[config.mk]
export PLATFORM = sky130hd
export DESIGN_NAME = fp_addsub_pipe_flat
export DESIGN_NICKNAME = d
export VERILOG_FILES = /design/src/rtl/fp_addsub_pipe_if.sv /design/src/rtl/fp_addsub_pipe.sv /design/src/flat_wrapper.sv
export SDC_FILE = /design/constraint.sdc
export NUM_CORES = 2
export LEC_CHECK = 0
export ABC_AREA = 1
export ABC_CLOCK_PERIOD_IN_PS = 3250
export CORE_MARGIN = 5
export CORE_UTILIZATION = 38
export DETAILED_ROUTE_END_ITERATION = 16
export PLACE_DENSITY = 0.68
export SLEW_MARGIN = 20
export SYNTH_ARGS = -nofsm -noshare
export SYNTH_HDL_FRONTEND = slang
export SYNTH_SLANG_ARGS = --single-unit
[constraint.sdc]
create_clock -name clk -period 3.25 [get_ports clk]
set_input_delay 0.325 -clock clk [delete_from_list [all_inputs] [get_ports clk]]
set_output_delay 0.325 -clock clk [all_outputs]
set_load 0.005 [all_outputs]
[src/rtl/fp_addsub_pipe_if.sv]
// Operand/result bundle for fp_addsub_pipe: requester drives operands, the pipe returns
// the unnormalised sum with its tag and exception flags.
interface fp_addsub_pipe_if #(
   parameter int EXP_W  = 11,
   parameter int FRAC_W = 52,
   parameter int TAG_W  = 4
);
   logic                    vld_i;
   logic [TAG_W-1:0]        tag_i;
   logic [2:0]              rm;
   logic                    op;
   logic [EXP_W+FRAC_W:0]   a;
   logic [EXP_W+FRAC_W:0]   b;
   logic                    vld_o;
   logic [TAG_W-1:0]        tag_o;
   logic                    so;
   logic [EXP_W-1:0]        xo;
   logic [FRAC_W+4:0]       mo;
   logic                    invalid_o;
   logic                    nan_o;
   logic                    inf_o;

   modport master (
      output vld_i, tag_i, rm, op, a, b,
      input  vld_o, tag_o, so, xo, mo, invalid_o, nan_o, inf_o
   );

   modport slave (
      input  vld_i, tag_i, rm, op, a, b,
      output vld_o, tag_o, so, xo, mo, invalid_o, nan_o, inf_o
   );
endinterface

[src/rtl/fp_addsub_pipe.sv]
// IEEE add/subtract front half (decode, align, add, select): fixed 4 ce-cycle latency.
// No backpressure: one op accepted per ce cycle; ce=0 freezes every stage.
module fp_addsub_pipe #(
   parameter int EXP_W  = 11,
   parameter int FRAC_W = 52,
   parameter int TAG_W  = 4
) (
   input  logic clk,
   input  logic rst_n,
   input  logic ce,
   fp_addsub_pipe_if.slave io
);
   localparam int SW = FRAC_W + 4;
   localparam int MW = FRAC_W + 5;
   localparam logic [EXP_W-1:0]  EXP_ONES = '1;
   localparam logic [EXP_W-1:0]  DMAX     = EXP_W'(SW);
   localparam logic [FRAC_W-1:0] QBIT     = FRAC_W'(1) << (FRAC_W - 1);

   typedef struct packed {
      logic              vld;
      logic [TAG_W-1:0]  tag;
      logic              rdn;
      logic              eff_sub;
      logic              sgn;
      logic [EXP_W-1:0]  xbig;
      logic              zero_add;
      logic              sp_nan;
      logic              sp_inf;
      logic              invalid;
      logic              sp_sgn;
      logic [FRAC_W-1:0] sp_frac;
   } ctl_t;

   typedef struct packed {
      logic [EXP_W-1:0] xsml;
      logic [FRAC_W:0]  sbig;
      logic [FRAC_W:0]  ssml;
   } op1_t;

   typedef struct packed {
      logic [SW-1:0] big;
      logic [SW-1:0] sml;
   } op2_t;

   typedef struct packed {
      logic              vld;
      logic [TAG_W-1:0]  tag;
      logic              so;
      logic [EXP_W-1:0]  xo;
      logic [MW-1:0]     mo;
      logic              invalid;
      logic              nan;
      logic              inf;
   } out_t;

   ctl_t          c1_d, c1_q, c2_d, c2_q, c3_d, c3_q;
   op1_t          p1_d, p1_q;
   op2_t          p2_d, p2_q;
   logic [MW-1:0] mag_d, mag_q;
   out_t          o_d, o_q;

   logic              sa, sb, hid_a, hid_b, a_ge_b, eff_sub;
   logic              a_nan, b_nan, a_snan, b_snan, a_inf, b_inf, a_zero, b_zero;
   logic [EXP_W-1:0]  ea, eb, xda, xdb, d, dc;
   logic [FRAC_W-1:0] fa, fb;
   logic [SW-1:0]     sml_ext, lost;

   always_comb begin
      sa      = io.a[EXP_W+FRAC_W];
      sb      = io.b[EXP_W+FRAC_W];
      ea      = io.a[EXP_W+FRAC_W-1:FRAC_W];
      eb      = io.b[EXP_W+FRAC_W-1:FRAC_W];
      fa      = io.a[FRAC_W-1:0];
      fb      = io.b[FRAC_W-1:0];
      hid_a   = (ea != '0);
      hid_b   = (eb != '0);
      xda     = ea | EXP_W'(!hid_a);
      xdb     = eb | EXP_W'(!hid_b);
      a_nan   = (ea == EXP_ONES) && (fa != '0);
      b_nan   = (eb == EXP_ONES) && (fb != '0);
      a_snan  = a_nan && !fa[FRAC_W-1];
      b_snan  = b_nan && !fb[FRAC_W-1];
      a_inf   = (ea == EXP_ONES) && (fa == '0);
      b_inf   = (eb == EXP_ONES) && (fb == '0);
      a_zero  = !hid_a && (fa == '0);
      b_zero  = !hid_b && (fb == '0);
      eff_sub = io.op ^ sa ^ sb;
      a_ge_b  = {xda, fa} >= {xdb, fb};

      c1_d          = '0;
      c1_d.vld      = io.vld_i;
      c1_d.tag      = io.tag_i;
      c1_d.rdn      = (io.rm == 3'd3);
      c1_d.eff_sub  = eff_sub;
      c1_d.sgn      = a_ge_b ? sa : (sb ^ io.op);
      c1_d.xbig     = a_ge_b ? xda : xdb;
      c1_d.zero_add = !eff_sub && a_zero && b_zero;
      c1_d.invalid  = a_snan || b_snan || (a_inf && b_inf && eff_sub);
      // Special-operand result is resolved here and simply travels down the pipe.
      if (a_nan || b_nan) begin
         c1_d.sp_nan  = 1'b1;
         c1_d.sp_sgn  = a_nan ? sa : sb;
         c1_d.sp_frac = (a_nan ? fa : fb) | QBIT;
      end else if (a_inf && b_inf && eff_sub) begin
         c1_d.sp_nan  = 1'b1;
         c1_d.sp_frac = QBIT;
      end else if (a_inf || b_inf) begin
         c1_d.sp_inf  = 1'b1;
         c1_d.sp_sgn  = a_inf ? sa : (sb ^ io.op);
      end

      p1_d.xsml = a_ge_b ? xdb : xda;
      p1_d.sbig = a_ge_b ? {hid_a, fa} : {hid_b, fb};
      p1_d.ssml = a_ge_b ? {hid_b, fb} : {hid_a, fa};
   end

   always_comb begin
      c2_d     = c1_q;
      d        = c1_q.xbig - p1_q.xsml;
      dc       = (d > DMAX) ? DMAX : d;
      sml_ext  = {p1_q.ssml, 3'b000};
      // Mask of every bit position the shift discards; full-width shift drops all of them.
      lost     = ~({SW{1'b1}} << dc);
      p2_d.big = {p1_q.sbig, 3'b000};
      p2_d.sml = (sml_ext >> dc) | SW'(|(sml_ext & lost));
   end

   always_comb begin
      c3_d  = c2_q;
      mag_d = c2_q.eff_sub ? ({1'b0, p2_q.big} - {1'b0, p2_q.sml})
                           : ({1'b0, p2_q.big} + {1'b0, p2_q.sml});
   end

   always_comb begin
      o_d     = '0;
      o_d.vld = c3_q.vld;
      o_d.tag = c3_q.tag;
      if (c3_q.sp_nan) begin
         o_d.so  = c3_q.sp_sgn;
         o_d.xo  = EXP_ONES;
         o_d.mo  = {2'b01, c3_q.sp_frac, 3'b000};
         o_d.nan = c3_q.vld;
      end else if (c3_q.sp_inf) begin
         o_d.so  = c3_q.sp_sgn;
         o_d.xo  = EXP_ONES;
         o_d.inf = c3_q.vld;
      end else if (c3_q.eff_sub && (mag_q == '0)) begin
         o_d.so  = c3_q.rdn;
      end else if (c3_q.zero_add) begin
         o_d.so  = c3_q.sgn;
      end else begin
         o_d.so  = c3_q.sgn;
         o_d.xo  = c3_q.xbig;
         o_d.mo  = mag_q;
      end
      o_d.invalid = c3_q.vld && c3_q.invalid;
   end

   always_ff @(posedge clk or negedge rst_n) begin
      if (!rst_n) begin
         c1_q  <= '0;
         c2_q  <= '0;
         c3_q  <= '0;
         p1_q  <= '0;
         p2_q  <= '0;
         mag_q <= '0;
         o_q   <= '0;
      end else if (ce) begin
         c1_q  <= c1_d;
         c2_q  <= c2_d;
         c3_q  <= c3_d;
         p1_q  <= p1_d;
         p2_q  <= p2_d;
         mag_q <= mag_d;
         o_q   <= o_d;
      end
   end

   assign io.vld_o     = o_q.vld;
   assign io.tag_o     = o_q.tag;
   assign io.so        = o_q.so;
   assign io.xo        = o_q.xo;
   assign io.mo        = o_q.mo;
   assign io.invalid_o = o_q.invalid;
   assign io.nan_o     = o_q.nan;
   assign io.inf_o     = o_q.inf;
endmodule

[src/flat_wrapper.sv]
// flat-port wrapper written by rule: the top's interface ports become plain ports
module fp_addsub_pipe_flat 
#(
   parameter int EXP_W  = 11,
   parameter int FRAC_W = 52,
   parameter int TAG_W  = 4
)
  (clk, rst_n, ce, io_vld_i, io_tag_i, io_rm, io_op, io_a, io_b, io_vld_o, io_tag_o, io_so, io_xo, io_mo, io_invalid_o, io_nan_o, io_inf_o);
  fp_addsub_pipe_if #(.EXP_W(EXP_W), .FRAC_W(FRAC_W), .TAG_W(TAG_W)) io_i ();
  input  logic clk;
  input  logic rst_n;
  input  logic ce;
  input wire logic [$bits(io_i.vld_i)-1:0] io_vld_i;
  input wire logic [$bits(io_i.tag_i)-1:0] io_tag_i;
  input wire logic [$bits(io_i.rm)-1:0] io_rm;
  input wire logic [$bits(io_i.op)-1:0] io_op;
  input wire logic [$bits(io_i.a)-1:0] io_a;
  input wire logic [$bits(io_i.b)-1:0] io_b;
  output wire logic [$bits(io_i.vld_o)-1:0] io_vld_o;
  output wire logic [$bits(io_i.tag_o)-1:0] io_tag_o;
  output wire logic [$bits(io_i.so)-1:0] io_so;
  output wire logic [$bits(io_i.xo)-1:0] io_xo;
  output wire logic [$bits(io_i.mo)-1:0] io_mo;
  output wire logic [$bits(io_i.invalid_o)-1:0] io_invalid_o;
  output wire logic [$bits(io_i.nan_o)-1:0] io_nan_o;
  output wire logic [$bits(io_i.inf_o)-1:0] io_inf_o;
  assign io_i.vld_i = io_vld_i;
  assign io_i.tag_i = io_tag_i;
  assign io_i.rm = io_rm;
  assign io_i.op = io_op;
  assign io_i.a = io_a;
  assign io_i.b = io_b;
  assign io_vld_o = io_i.vld_o;
  assign io_tag_o = io_i.tag_o;
  assign io_so = io_i.so;
  assign io_xo = io_i.xo;
  assign io_mo = io_i.mo;
  assign io_invalid_o = io_i.invalid_o;
  assign io_nan_o = io_i.nan_o;
  assign io_inf_o = io_i.inf_o;
  fp_addsub_pipe #(.EXP_W(EXP_W), .FRAC_W(FRAC_W), .TAG_W(TAG_W)) u_core (.clk(clk), .rst_n(rst_n), .ce(ce), .io(io_i));
endmodule
== After elaboration in Yosys (flattened, before gate mapping) ==
Cells that the tools add are included.

* $add $sub $neg: 3
* Magnitude comparators: 2
* Eq/ne operators: 3
* Shifts and indexed selects: 2
* Mux-type cells: 28
* Bitwise logic cells: 8
* Reduce and logical (&&, ||, !) cells: 31

{| class="wikitable"
|+ Operators by type and width
! operator !! number
|-
| $mux 53 || 3
|-
| $mux 68 || 2
|-
| $mux 57 || 2
|-
| $logic_not 52->1 || 2
|-
| $reduce_bool 52->1 || 2
|-
| $mux 69 || 1
|-
| $ge 63x63->1 || 1
|-
| $add 56x56->57 || 1
|-
| $logic_not 57->1 || 1
|-
| $sub 56x56->57 || 1
|-
| $and 56x56->56 || 1
|-
| $not 56->56 || 1
|-
| $or 56x1->56 || 1
|-
| $reduce_or 56->1 || 1
|-
| $shl 56x11->56 const A || 1
|-
| $shr 56x11->56 || 1
|-
| $mux 52 || 1
|-
| $mux 51 || 1
|-
| $mux 11 || 3
|-
| $eq 11x11->1 const B || 2
|-
| $or 11x1->11 || 2
|-
| $reduce_bool 11->1 || 2
|-
| $logic_and 1x1->1 || 14
|-
| $mux 1 || 14
|-
| 7 further kinds || 16
|}

* Flip-flop bits (word level): 588
* Input port bits: 140
* Output and inout bits: 77

== Longest topological paths before layout ==
* Depth in word-level cells: 8
* Mapped depth: 28

== Worst setup path before layout ==
OpenSTA, ideal clock, no wires.

* Path type: flip-flop to flip-flop
* From: register u_core.c1_q[57] (netlist bit)
* To: register u_core.p2_q[5] (netlist bit)
* Setup time: 0.118 ns
* Arrival: 2.943 ns
* Required time: 3.132 ns
* Path slack: 0.189 ns
* Cell stages (with the launch flop): 24
* Path through: dfrtp_1 > inv_1 > ha_1 > inv_1 > fa_1 > xnor2_2 > nand3_1 > nand2_1 > nor2_1 > nand2_1 > nand3_2 > nor2_4 > nand2_4 > buf_4 > o21ai_1 > nand2_1 > o21ai_1 > nand2_1 > o21ai_1 > nand2_1 > nand3_1 > nand3_1 > nand3_1 > nand2_1

* Longest elaborated chain between the ends: 5

{| class="wikitable"
|+ RTL lines
! element !! RTL line !! RTL
|-
| start: declaration || fp_addsub_pipe.sv:56 || <nowiki>ctl_t c1_d, c1_q, c2_d, c2_q, c3_d, c3_q;</nowiki>
|-
| start signal: assignment || fp_addsub_pipe.sv:161 || <nowiki>c1_q <= '0;</nowiki>
|-
| start signal: assignment || fp_addsub_pipe.sv:169 || <nowiki>c1_q <= c1_d;</nowiki>
|-
| $sub 11x11->11 (*) || fp_addsub_pipe.sv:119 || <nowiki>d = c1_q.xbig - p1_q.xsml;</nowiki>
|-
| $gt 11x6->1 || fp_addsub_pipe.sv:120 || <nowiki>dc = (d > DMAX) ? DMAX : d;</nowiki>
|-
| $mux 11 (*) || fp_addsub_pipe.sv:120 ||
|-
| $shr 56x11->56 (*) || fp_addsub_pipe.sv:125 || <nowiki>p2_d.sml = (sml_ext >> dc) | SW'(|(sml_ext & lost));</nowiki>
|-
| $or 56x1->56 (*) || fp_addsub_pipe.sv:125 ||
|-
| end signal: assignment || fp_addsub_pipe.sv:173 || <nowiki>p2_q <= p2_d;</nowiki>
|-
| end: declaration || fp_addsub_pipe.sv:58 || <nowiki>op2_t p2_d, p2_q;</nowiki>
|}

Mark *: on every way between the ends. The rest lies on a longest branch, timed or not.
A chain may end at the register's enable or synchronous reset.

== Worst setup path in the final report ==
* From: register u_core.c1_q[57] (netlist bit)
* To: register u_core.p2_q[8] (netlist bit)

The elaborated chain is that of the path after synthesis.

==> flow_metrics.tcl <==
set metrics [dict create \
    clkTransAtPathRegs_ns 0.07 \
    viasPerCell 5.480 \
    worst-path-max-fanout 6 \
    finalWirelength_mm 170.7 \
    final_cells 7550 \
    final_hold_viol_count 0 \
    synth_seq_cells 585 \
    skew_ns 0.05252 \
    synth.distinct_cells 55 \
    hold_ws_ns 0.1532 \
    core-area_sq_um 98420 \
    cts.sinks 585 \
    cp_num_buf_inv 5 \
    synth-async-reset-ratio_pct 100.0 \
    path_class "reg -> reg" \
    htree_levels 3 \
    chipHeight_um 324.7 \
    dp_slack_ns -0.4636 \
    status "complete, but fails checks" \
    ir_drop_mv 0.3650 \
    syn_nets 5761 \
    maxSlewViolCount 0 \
    final_common_cell "nand2_1" \
    cp.required_ns 3.83 \
    final_cell_area_sq_um 51520 \
    dieArea_sq_um 105500 \
    yosys-top-cells-area "dfrtp_1 (39%), nand2_1 (17%), o21ai_0 (7.7%), inv_1 (6.2%), ha_1 (6.0%)" \
    failed_checks "negative setup slack" \
    ios 217 \
    total_power_mw 28.66 \
    post_drt_wl_per_cell_um 22.61 \
    crit_arrival_ns 4.11 \
    path_common_cell "nand2_1" \
    grt_pass1_vias 38650 \
    final_nets 6529 \
    root_buffer "clkbuf_16" \
    setup-violations-final 56 \
    grt_max_degree 173 \
    netlist.area_leader.share_pct 38.89 \
    io_buffers 216 \
    final.setup.worst_slack_ns -0.2840 \
    drcViolationCount 0 \
    finalCriticalPeriod_ns 3.534 \
    synthToLayoutAreaGrowth_pct 36.85 \
    tightest_slew_ns 0.8163 \
    dr.first_iter.drc_count 5361 \
    layout-drive-gt1-share_pct 21.22 \
    max_freq_mhz 283.0 \
    worst_r2r_path_depth 28 \
    std_cell_rows 115 \
    dp.cells 7329 \
    die_w_um 324.7 \
    cp-end-kind "register" \
    power.switching_mw 11.00 \
    setup_tns_ns -9.572 \
    hold_path_class "in -> reg" \
    crit_path_max_incr_delay_ns 0.39 \
    worst_skew_pair.late_latency_ns 0.66 \
    syn_inst 5439 \
    antenna_found_initial 12 \
    vias 41370 \
    cts_made_buffers 67 \
    cp_top_family "simple AND/OR/NAND/NOR gates" \
    seq_area_frac_synth_pct 38.89 \
    netlist_area_sq_um 37640 \
    maxCapViolCount 0 \
    grt_pass1_wl_mm 246.6 \
    post-dp-hpwl_mm 130.7 \
    placed_cell_area_sq_um 45860 \
    gr-total-overflow 0 \
    pwr-share-seq_pct 31.8 \
    relSlewSlack_pct 45.01 \
    gp_congestion 1.014 \
    synth_edf_count 0 \
    grt_usage_pct 30.43 \
    ys_warn_count 0 \
    rsz0062_at_grt "true" \
    power_density_nw_per_um2 556.3 \
    pwr-share-clk_pct 28.6 \
    dr.pass1.iters 8 \
    power_switching_share_pct 38.40 \
    cp_num_cells 28 \
    layout_common_cells "nand2_1 (1546), buf_4 (663), inv_1 (611), dfrtp_1 (578), o21ai_0 (543)" \
    p_leak_nw 25.10 \
    yosysTopAreaCell "dfrtp_1" \
    hold_depth 3 \
    ant_nets 0 \
    syn_avg_cell_area_sq_um 6.921 \
    fin_util_pct 52.34 \
    power_frac_comb_pct 39.7 \
    startpoint_type "register" \
    period_share_pct 108.7 \
    start_util_pct 38.25 \
    synth_ff_type "dfrtp_1" \
    p_int_mw 17.65 \
    cts_tree "done" \
    clockBufferDepth 3 \
    cp_slowest_cell "dfrtp_1" \
]
kinds of logic (layout without fill, tap and decap cells):
| group | Yosys count | count (layout) | synth area share, % |
|---|---|---|---|
| compound gates | 1130 | 1130 | 16.28 |
| xor+xnor | 44 | 44 | 1.044 |
| fa+ha+maj | 182 | 182 | 6.089 |
| buf+inv | 915 | 1732 | 9.473 |
| flops | 585 | 585 | 38.89 |
| mux | 5 | 5 | 0.1330 |
| other cells | 0 | 5 | 0 |
| simple gates | 2578 | 2580 | 28.10 |
power by group through the flow:
stage | logic [mW] | clock network, mW | registers (mW)
final | 11.4 | 8.19 | 9.10
after global routing | 12.2 | 8.55 | 9.16
after CTS | 10.2 | 8.25 | 9.05
after detailed placement | 9.66 | 0 | 9.16
after global placement | 9.61 | 0 | 9.14
after floorplan | 5.01 | 0 | 8.79
per-layer routing:
layer	up-vias	routed length [um]	track usage [%]
met1	19680	71950	42.56
li1	19260	-	-
met4	8	7726	10.68
met3	445	16910	6.939
met2	1983	74030	46.51
met5	-	55	0
cells in the mapped netlist (14+ instances only):
master	number
o21ai_1	124
o22ai_1	19
a21oi_1	235
nor2_1	388
o21a_1	17
inv_1	617
ha_1	180
a21o_1	14
buf_1	37
o21ai_0	579
clkbuf_1	195
a31oi_1	28
nor4_1	36
nand4_1	73
nand3_1	353
xor2_1	41
buf_2	45
dfrtp_1	585
o211ai_1	71
nor3_1	29
nand2_1	1658
worst register-to-register path, delay by kind of cell, from the launching register on:
| kind | cells | cell delay, ns |
|---|---|---|
| adders and majority gates | 2 | 0.47 |
| buffers and inverters | 5 | 0.60 |
| and+or+nand+nor | 19 | 1.77 |
| AOI/OAI and AO/OA | 2 | 0.24 |
| DFF | 1 | 0.39 |
layout make-up:
| cell class | instances | area (sq um) |
|---|---|---|
| Inverter | 624 | 2367 |
| Fill cell | 9410 | 46900 |
| Timing Repair Buffer | 988 | 9082 |
| Clock inverter | 21 | 374.1 |
| Antenna cell | 5 | 12.51 |
| Multi-Input combinational cell | 3941 | 21450 |
| Tap cell | 1287 | 1610 |
| Clock buffer | 99 | 1967 |
| Sequential cell | 585 | 14650 |
worst paths after layout:
path / start / to / slack [ns]
min: ce / u_core.p2_q[3] / 0.15
max in group asynchronous: rst_n / u_core.c3_q[51] / 1.88
min in group asynchronous: rst_n / u_core.mag_q[47] / 0.33
min reg2reg: u_core.c1_q[75] / u_core.c1_q[75] / 0.47
max reg2reg: u_core.c1_q[57] / u_core.p2_q[8] / -0.28
max: u_core.c1_q[57] / u_core.p2_q[8] / -0.28
flip-flops by register name, summed over array words and instances, names as in the netlist, 4 cells and up:
name             count
u_core.io.tag_o      4
u_core.io.xo        11
u_core.p1_q        117
u_core.c3_q         75
u_core.c2_q         75
u_core.io.mo        57
u_core.c1_q         75
u_core.mag_q        57
u_core.p2_q        109
what timing repair did:
item                                   in CTS  in global routing
setup buffers                              24                 57
resized for setup                         208                376
setup endpoints to repair                  76                114
endpoints found under the hold margin      65                  0
gates cloned                                6                 11
pin swaps                                  39                148
hold buffers                                1                  0
Note: power is estimated with default switching activity, not from simulation.
